File: src/rtl/fetch_unit.sv
// Instruction-fetch front end: owns the fetch PC, issues word reads on a split addr/data bus,
// buffers one word for decode. Optional misaligned-fetch trap enabled by FETCH_ALIGN_CHECK_EN.
module fetch_unit #(
    parameter logic [31:0] RESET_PC = 32'hBFC0_0000
) (
    input  logic        clk,
    input  logic        reset,
    output logic        ireq_valid,
    output logic [31:0] ireq_addr,
    input  logic        ireq_addr_ok,
    input  logic        iresp_data_ok,
    input  logic [31:0] iresp_data,
    output logic        instr_valid,
    input  logic        instr_ready,
    output logic [31:0] instr,
    output logic [31:0] pc,
    input  logic        redirect,
    input  logic [31:0] redirect_pc,
    output logic        fetch_err
);

    typedef enum logic [2:0] {
        IDLE,
        REQ,
        WAIT,
        HOLD,
        DRAIN,
        ERR
    } state_t;

    state_t      state, state_n;
    logic [31:0] pc_f, pc_f_n;
    logic [31:0] target;
    logic        pend, pend_n;
    logic        issue;
    logic        capture;
    logic        drop;
    logic        bad;
    logic        err_held;
    logic        redir_any;

`ifdef FETCH_ALIGN_CHECK_EN
    logic err_q;
    assign target    = redirect_pc;
    assign err_held  = err_q;
    assign fetch_err = err_q;
`else
    assign target    = redirect_pc & 32'hFFFF_FFFC;
    assign err_held  = 1'b0;
    assign fetch_err = 1'b0;
`endif

    // A redirect seen while the request was still waiting for its address handshake
    assign redir_any = redirect | pend;

    always_comb begin
        state_n = state;
        pc_f_n  = pc_f;
        pend_n  = pend;
        issue   = 1'b0;
        capture = 1'b0;
        drop    = 1'b0;
        bad     = 1'b0;
        case (state)
            IDLE: begin
                state_n = REQ;
                issue   = 1'b1;
            end
            REQ: begin
                if (redirect) pc_f_n = target;
                if (ireq_addr_ok) begin
                    pend_n = 1'b0;
                    if (iresp_data_ok) begin
                        if (redir_any) begin
                            state_n = REQ;
                            issue   = 1'b1;
                        end else begin
                            capture = 1'b1;
                            pc_f_n  = pc_f + 32'd4;
                            state_n = HOLD;
                        end
                    end else begin
                        state_n = redir_any ? DRAIN : WAIT;
                    end
                end else if (redirect) begin
                    pend_n = 1'b1;
                end
            end
            WAIT: begin
                if (iresp_data_ok) begin
                    if (redirect) begin
                        pc_f_n  = target;
                        state_n = REQ;
                        issue   = 1'b1;
                    end else begin
                        capture = 1'b1;
                        pc_f_n  = pc_f + 32'd4;
                        state_n = HOLD;
                    end
                end else if (redirect) begin
                    pc_f_n  = target;
                    state_n = DRAIN;
                end
            end
            HOLD: begin
                if (redirect) begin
                    pc_f_n  = target;
                    drop    = 1'b1;
                    state_n = REQ;
                    issue   = 1'b1;
                end else if (instr_ready) begin
                    drop = 1'b1;
                    if (err_held) begin
                        state_n = ERR;
                    end else begin
                        state_n = REQ;
                        issue   = 1'b1;
                    end
                end
            end
            DRAIN: begin
                if (redirect) pc_f_n = target;
                if (iresp_data_ok) begin
                    state_n = REQ;
                    issue   = 1'b1;
                end
            end
            ERR: begin
                if (redirect) begin
                    pc_f_n  = target;
                    state_n = REQ;
                    issue   = 1'b1;
                end
            end
            default: state_n = IDLE;
        endcase
`ifdef FETCH_ALIGN_CHECK_EN
        // A misaligned target never reaches the bus; a nop carrying the bad PC is presented instead
        if (issue && (pc_f_n[1:0] != 2'b00)) begin
            issue   = 1'b0;
            bad     = 1'b1;
            pend_n  = 1'b0;
            state_n = HOLD;
        end
`endif
    end

    always_ff @(posedge clk) begin
        if (reset) begin
            state       <= IDLE;
            pc_f        <= RESET_PC;
            pend        <= 1'b0;
            ireq_valid  <= 1'b0;
            ireq_addr   <= 32'd0;
            instr_valid <= 1'b0;
            instr       <= 32'd0;
            pc          <= 32'd0;
        end else begin
            state <= state_n;
            pc_f  <= pc_f_n;
            pend  <= pend_n;
            // The request register is only loaded on issue, so it holds steady until accepted
            if (issue) begin
                ireq_valid <= 1'b1;
                ireq_addr  <= pc_f_n;
            end else if (ireq_valid && ireq_addr_ok) begin
                ireq_valid <= 1'b0;
            end
            if (capture) begin
                instr       <= iresp_data;
                pc          <= pc_f;
                instr_valid <= 1'b1;
            end else if (bad) begin
                instr       <= 32'd0;
                pc          <= pc_f_n;
                instr_valid <= 1'b1;
            end else if (drop) begin
                instr_valid <= 1'b0;
            end
        end
    end

`ifdef FETCH_ALIGN_CHECK_EN
    always_ff @(posedge clk) begin
        if (reset) begin
            err_q <= 1'b0;
        end else if (bad) begin
            err_q <= 1'b1;
        end else if (issue) begin
            err_q <= 1'b0;
        end
    end
`endif

endmodule

File: config.mk
export PLATFORM = sky130hd
export DESIGN_NAME = fetch_unit
export DESIGN_NICKNAME = d
export VERILOG_FILES = /design/src/rtl/fetch_unit.sv
export SDC_FILE = /design/constraint.sdc
export NUM_CORES = 1
export LEC_CHECK = 0
export ABC_AREA = 1
export CAP_MARGIN = 20
export CORE_ASPECT_RATIO = 0.5
export CORE_MARGIN = 2
export CORE_UTILIZATION = 50
export CTS_CLUSTER_DIAMETER = 200
export DETAILED_ROUTE_END_ITERATION = 10
export DONT_BUFFER_PORTS = 1
export PLACE_DENSITY = 0.62
export SYNTH_ARGS = -nofsm -noshare
export SYNTH_HDL_FRONTEND = slang
export SYNTH_SLANG_ARGS = --single-unit
File: constraint.sdc
create_clock -name clk -period 3 [get_ports clk]
set_input_delay 0.3 -clock clk [delete_from_list [all_inputs] [get_ports clk]]
set_output_delay 0.3 -clock clk [all_outputs]
set_load 0.1 [all_outputs]
==> results of run 1 <==
cells in the final DEF, fill, tap and decap left out, drive strengths merged, types with 2 or more instances in the layout:
master,instances
a211oi,2
and2,2
a22oi,2
a21oi,90
o211ai,2
xor2,2
buf,39
clkinv,2
nor2,168
o21ai,137
nor3,10
dlygate4sd3,2
nand2,178
dfxtp,134
nand3,68
clkinvlp,3
inv,96
nand4,6
or2,5
clkbuf,18
worst min path at each step:
stage / from / end / slack (ns)
finish: iresp_data[4] / instr[4] / 0.0005
global route: iresp_data[22] / instr[22] / 0.0008
CTS: iresp_data[31] / instr[31] / 0.002
detailed placement: reset / pc_f[30] / 0.38
global placement: reset / pc_f[30] / 0.38
floorplan: ireq_addr_ok / pend / 0.40
Yosys cell counts, types with 8 or more instances:
master / count
nand2_1: 171
inv_1: 77
nor2_1: 156
nor2_2: 8
o21ai_0: 123
clkbuf_1: 19
nor3_1: 10
nand3_1: 63
o21ai_1: 11
buf_4: 9
dfxtp_1: 134
a21oi_1: 87
buf_2: 10
final cells by class:
type,instances,area (um2)
Clock buffer,18,429
Multi-Input combinational cell,677,3190
Inverter,87,332
Clock inverter,14,129
Tap cell,170,213
Timing Repair Buffer,41,338
Sequential cell,134,2680
Fill cell,1249,5350
per-stage QoR:
stage / util [%] / total power [uW] / cell area, um2 / setup slack, ns
finish: 57.7 / 10500 / 7310 / 0.587
global route: 57.7 / 11100 / 7310 / 0.317
CTS: 57.7 / 10400 / 7300 / 0.595
detailed placement: 53.0 / 8400 / 6710 / 0.615
global placement: 53.0 / 8350 / 6710 / 0.614
floorplan: - / 7500 / 6480 / 1.40
state kept, by name (all words and copies together), names as in the netlist:
name	flops
instr	32
instr_valid	1
ireq_addr	32
ireq_valid	1
pc	32
pc_f	32
pend	1
state	3
per-layer routing:
metal,share of wire (%),vias up,routed length (um)
met1,46,2868,8880
li1,-,3114,-
met5,0,-,0
met3,8.1,24,1550
met4,1.3,0,245
met2,44,248,8510
cell families after synthesis:
kind of cell               Yosys count  synth area share [%]
and+or+nand+nor                    437                  29.5
AOI/OAI and AO/OA                  236                  19.1
buffers and inverters              134                  9.39
DFF                                134                  41.4
xor gates and xnor gates             2                 0.270
adders and majority gates            1                 0.193
other                                1                0.0579
power groups by stage:
stage | combinational [uW] | sequential [uW] | clock, uW
CTS | 4230 | 4190 | 2020
global placement | 4140 | 4210 | 0
detailed placement | 4190 | 4210 | 0
global route | 4720 | 4250 | 2100
floorplan | 2680 | 4820 | 0
finish | 4250 | 4190 | 2010
==> out/results.ini, run 1 <==
[run_status]
status = finished clean

[die]
num_io_pins = 169
coreArea_um2 = 12700
die_h_um = 84.5
start_util_pct = 51.2
placementRows = 29
dieArea_um2 = 13900
die_w_um = 165

[logic_synthesis]
syn_inst = 945
yosysWarnings = 0
synth_area_leaders = dfxtp_1 41%, nand2_1 9.9%, o21ai_0 9.5%, nor2_1 9.0%, a21oi_1 6.7%
synth-seq-cells = 134
postSynthAreaPerCell_um2 = 6.85
synth_flop_cell = dfxtp_1
syn_nets = 1016
synth_top_area_share_pct = 41.4
seq_area_frac_synth_pct = 41.4
synth.distinct_cells = 43
synth.largest_area_cell = dfxtp_1
netlist_area_um2 = 6480
synthArstFlopShare_pct = 0
synth_edf_count = 0

[pwr]
pwr-share-comb_pct = 40.7
p_seq_share_pct = 40.1
p_sw_uw = 5930
p_leak_uw = 0.00321
switching_share_pct = 56.7
p_per_area_nw_per_um2 = 1430
p_int_uw = 4520
peakVddDrop_uv = 863
clkPwrFrac_pct = 19.3

[min_path]
hold_path_depth = 2
hold_path.class = input pin to register

[global_routing]
grt_use_met2_pct = 44.2
grt_pass1_vias = 5823
grt_max_degree = 83
met1_usage_pct = 38.2
antenna_found_initial = 0
grt.busiest_layer = met2
grt_overflow = 0
globalRouteTotalUtil_pct = 28.1
grt_pass1_wl_mm = 30.2
use_met3_pct = 8.05

[clock_network]
cts_setup_buffers = 0
cts_resized = 0
clkTransAtPathRegs_ns = 0.07
clk_latency_ns = 0.43
cts_hold_buf = 2
clock-sinks = 134
cts_buffers = 17
cts_tree = done
root_buffer = clkbuf_16
clk_path_buf_depth = 2
htreeDepth = 4

[setup_path]
cp_max_fo = 43
worst_ep_required_time_ns = 3.33
cp_top_family = buffers and inverters
arrival_ns = 2.75
worst-path-stages = 11
cp_slowest_cell = dfxtp_1
cp-end-kind = register
reg2reg_depth = 11
path_cells = inv_2, nand3_4, nor2_8, inv_4, nand2_8, inv_4, o21ai_0, a21oi_1, nand2_1, nand2_1, inv_1
worst-path-buf-inv = 4
timing.rr.end = ireq_addr[14]
cp_slowest_stage_delay_ns = 0.52
regToRegStartpoint = state[1]
regToRegSetupSlack_ns = 0.59
endpoint = ireq_addr[14]
crit_path_start = state[1]
path_class = register to register
startpoint_type = register

[placement]
hpwl_mm = 13.3
place_congestion = 0.916
dp_cells = 1106
portBuffers = 0

[detailed_routing]
initialDrtViolationCount = 607
avgViaCountPerCell = 5.48
wl_per_cell_um = 16.8
drtPass1Iterations = 7
routed_wl_mm = 19.2
vias = 6254
drc = 0
drtAntennaViolNets = 0

[timing]
rsz0062_at_grt = false
hold_viol = 0
fin_crit_ns = 2.41
drv_slew = 0
finalCritPeriodShare_pct = 80.4
finalSetupViolCount = 0
worstMarginPinSlew_ns = 1.01
worst_hold_slack_ns = 0.000528
tns_ns = 0
relSlewSlack_pct = 32.6
clock.fmax_mhz = 414
skew_ns = 0.0129

[finish]
num_antenna_cells = 0
fin_nets = 1029
syn_to_final_growth_pct = 12.9
drive_above_1_share_pct = 11.9
final_cells = 1141

[job]
maxCapViolCount = 0

Power figures use the tool's default switching activity.
==> run 2, diff against run 1 <==
clock period = 2.5 ns   (was 3 ns; I/O delays follow)
==> out/results.ini, run 2 (synthesized netlist as in run 1, its figures left out) <==
[detailed_routing]
drtAntennaViolNets = 0  ; unchanged
drtPass1Iterations = 5  ; -2
vias = 6635  ; +6.1%
drc = 0  ; unchanged
routed_wl_mm = 19.7  ; +2.6%
avgViaCountPerCell = 5.36  ; -2.1%
initialDrtViolationCount = 597  ; -1.6%
wl_per_cell_um = 15.9  ; -5.3%

[setup_path]
startpoint_type = register
cp_max_fo = 18  ; -58%
worst_ep_required_time_ns = 2.82  ; -0.51 ns
cp-end-kind = register
arrival_ns = 2.59  ; -0.16 ns
path_class = register to register

[finish]
syn_to_final_growth_pct = 25.3
final_cell_mix = 170 x nand2_1, 156 x nor2_1, 134 x dfxtp_1, 123 x o21ai_0, 99 x buf_4
fin_nets = 1125  ; +9.3%
final_cells = 1237  ; +8.4%
layout_commonest_cell = nand2_1
num_antenna_cells = 0  ; unchanged
drive_above_1_share_pct = 16.7  ; +4.7 points

[job]
maxCapViolCount = 0  ; unchanged

[timing]
rsz0062_at_grt = false
hold_viol = 0  ; unchanged
finalCritPeriodShare_pct = 90.8  ; +10 points
fin_crit_ns = 2.27  ; -0.144 ns
clock.fmax_mhz = 441  ; +6.4%
tns_ns = 0  ; unchanged
finalSetupViolCount = 0  ; unchanged
worst_hold_slack_ns = 0.0285  ; +0.0279 ns
worstMarginPinSlew_ns = 0.989  ; -0.0208 ns
relSlewSlack_pct = 34.0  ; +1.4 points
skew_ns = 0.0145  ; +0.00157 ns
drv_slew = 0  ; unchanged

[global_routing]
grt_overflow = 0  ; unchanged
grt_max_degree = 69  ; -17%
antenna_found_initial = 0  ; unchanged
globalRouteTotalUtil_pct = 28.5  ; +0.43 points
grt_pass1_wl_mm = 31.0  ; +2.6%
grt_pass1_vias = 6093  ; +4.6%

[clock_network]
cts_buffers = 17  ; unchanged
cts_setup_buffers = 0  ; unchanged
cts_hold_buf = 37  ; +35
clock-sinks = 134  ; unchanged
cts_tree = done
htreeDepth = 4  ; unchanged
root_buffer = clkbuf_16
cts_resized = 0  ; unchanged
clk_path_buf_depth = 2  ; unchanged
clk_latency_ns = 0.43  ; about the same
clkTransAtPathRegs_ns = 0.06  ; about the same

[pwr]
power_uw = 13000  ; +24%
p_per_area_nw_per_um2 = 1600  ; +12%
peakVddDrop_uv = 993  ; +15%
p_leak_uw = 0.00368  ; +15%

[placement]
portBuffers = 0  ; unchanged
dp_cells = 1168  ; +5.6%
hpwl_mm = 13.6  ; +2.2%
place_congestion = 0.915  ; -0.14%

[die]
dieArea_um2 = 13900  ; unchanged
coreArea_um2 = 12700  ; unchanged
die_w_um = 165  ; unchanged
die_h_um = 84.5  ; unchanged
start_util_pct = 51.2  ; unchanged
placementRows = 29  ; unchanged
num_io_pins = 169  ; unchanged

[run_status]
status = finished clean

[min_path]
hold_path.class = input pin to register

[run 2: cell count changes in the layout (fill, tap and decap cells not counted), sizes merged]
cell	before	now
clkinvlp	3	4
clkinv	2	1
buf	39	101
dlygate4sd3	2	36
[run 2: area by class of cell]
type                            count  area [um2]
Tap cell                          170         213
Clock buffer                       18         429
Inverter                           87         332
Sequential cell                   134        2680
Multi-Input combinational cell    677        3190
Clock inverter                     14         130
Fill cell                        1182        4540
Timing Repair Buffer              137        1140
[run 2: worst max-delay path, cell delays in order (launching register included)]
cell,delay (ns)
dfxtp_1,0.51
nand2_1,0.11
nor2_2,0.14
nor2_4,0.07
nand3_4,0.17
inv_2,0.21
a21oi_4,0.39
o21ai_0,0.15
a21oi_1,0.19
nand2_1,0.10
nand2_1,0.08
inv_1,0.03
[run 2: path summary, 6_finish.rpt]
kind | slack [ns] | startpoint | end | depth (start not counted)
worst max-delay path | 0.23 | state[1] | ireq_addr[14] | 11
worst min-delay path | 0.03 | redirect_pc[17] | pc_f[17] | 2
worst max register to register | 0.23 | state[1] | ireq_addr[14] | 11
worst min register to register | 0.48 | pc_f[0] | pc_f[0] | 2
[run 2: power breakdown]
part	switching, uW	total, uW	internal, uW
sequential	587	3320	2730
clock	1090	2410	1310
combinational	5490	7270	1770
total	7180	13000	5810
[run 2: layer usage]
metal,track usage [%],wire length (um)
met3,8.35,1620
met5,0,0
met1,38.6,9080
met4,6.01,122
met2,45.4,8870
[run 2: through the flow]
step / setup WS, ns / area (um2) / util, %
CTS: 0.265 / 8120 / 64.1
finish: 0.231 / 8120 / 64.1
global route: 0.0185 / 8120 / 64.1
floorplan: 0.896 / 6480 / -
detailed placement: 0.282 / 7180 / 56.7
global placement: 0.282 / 7180 / 56.7
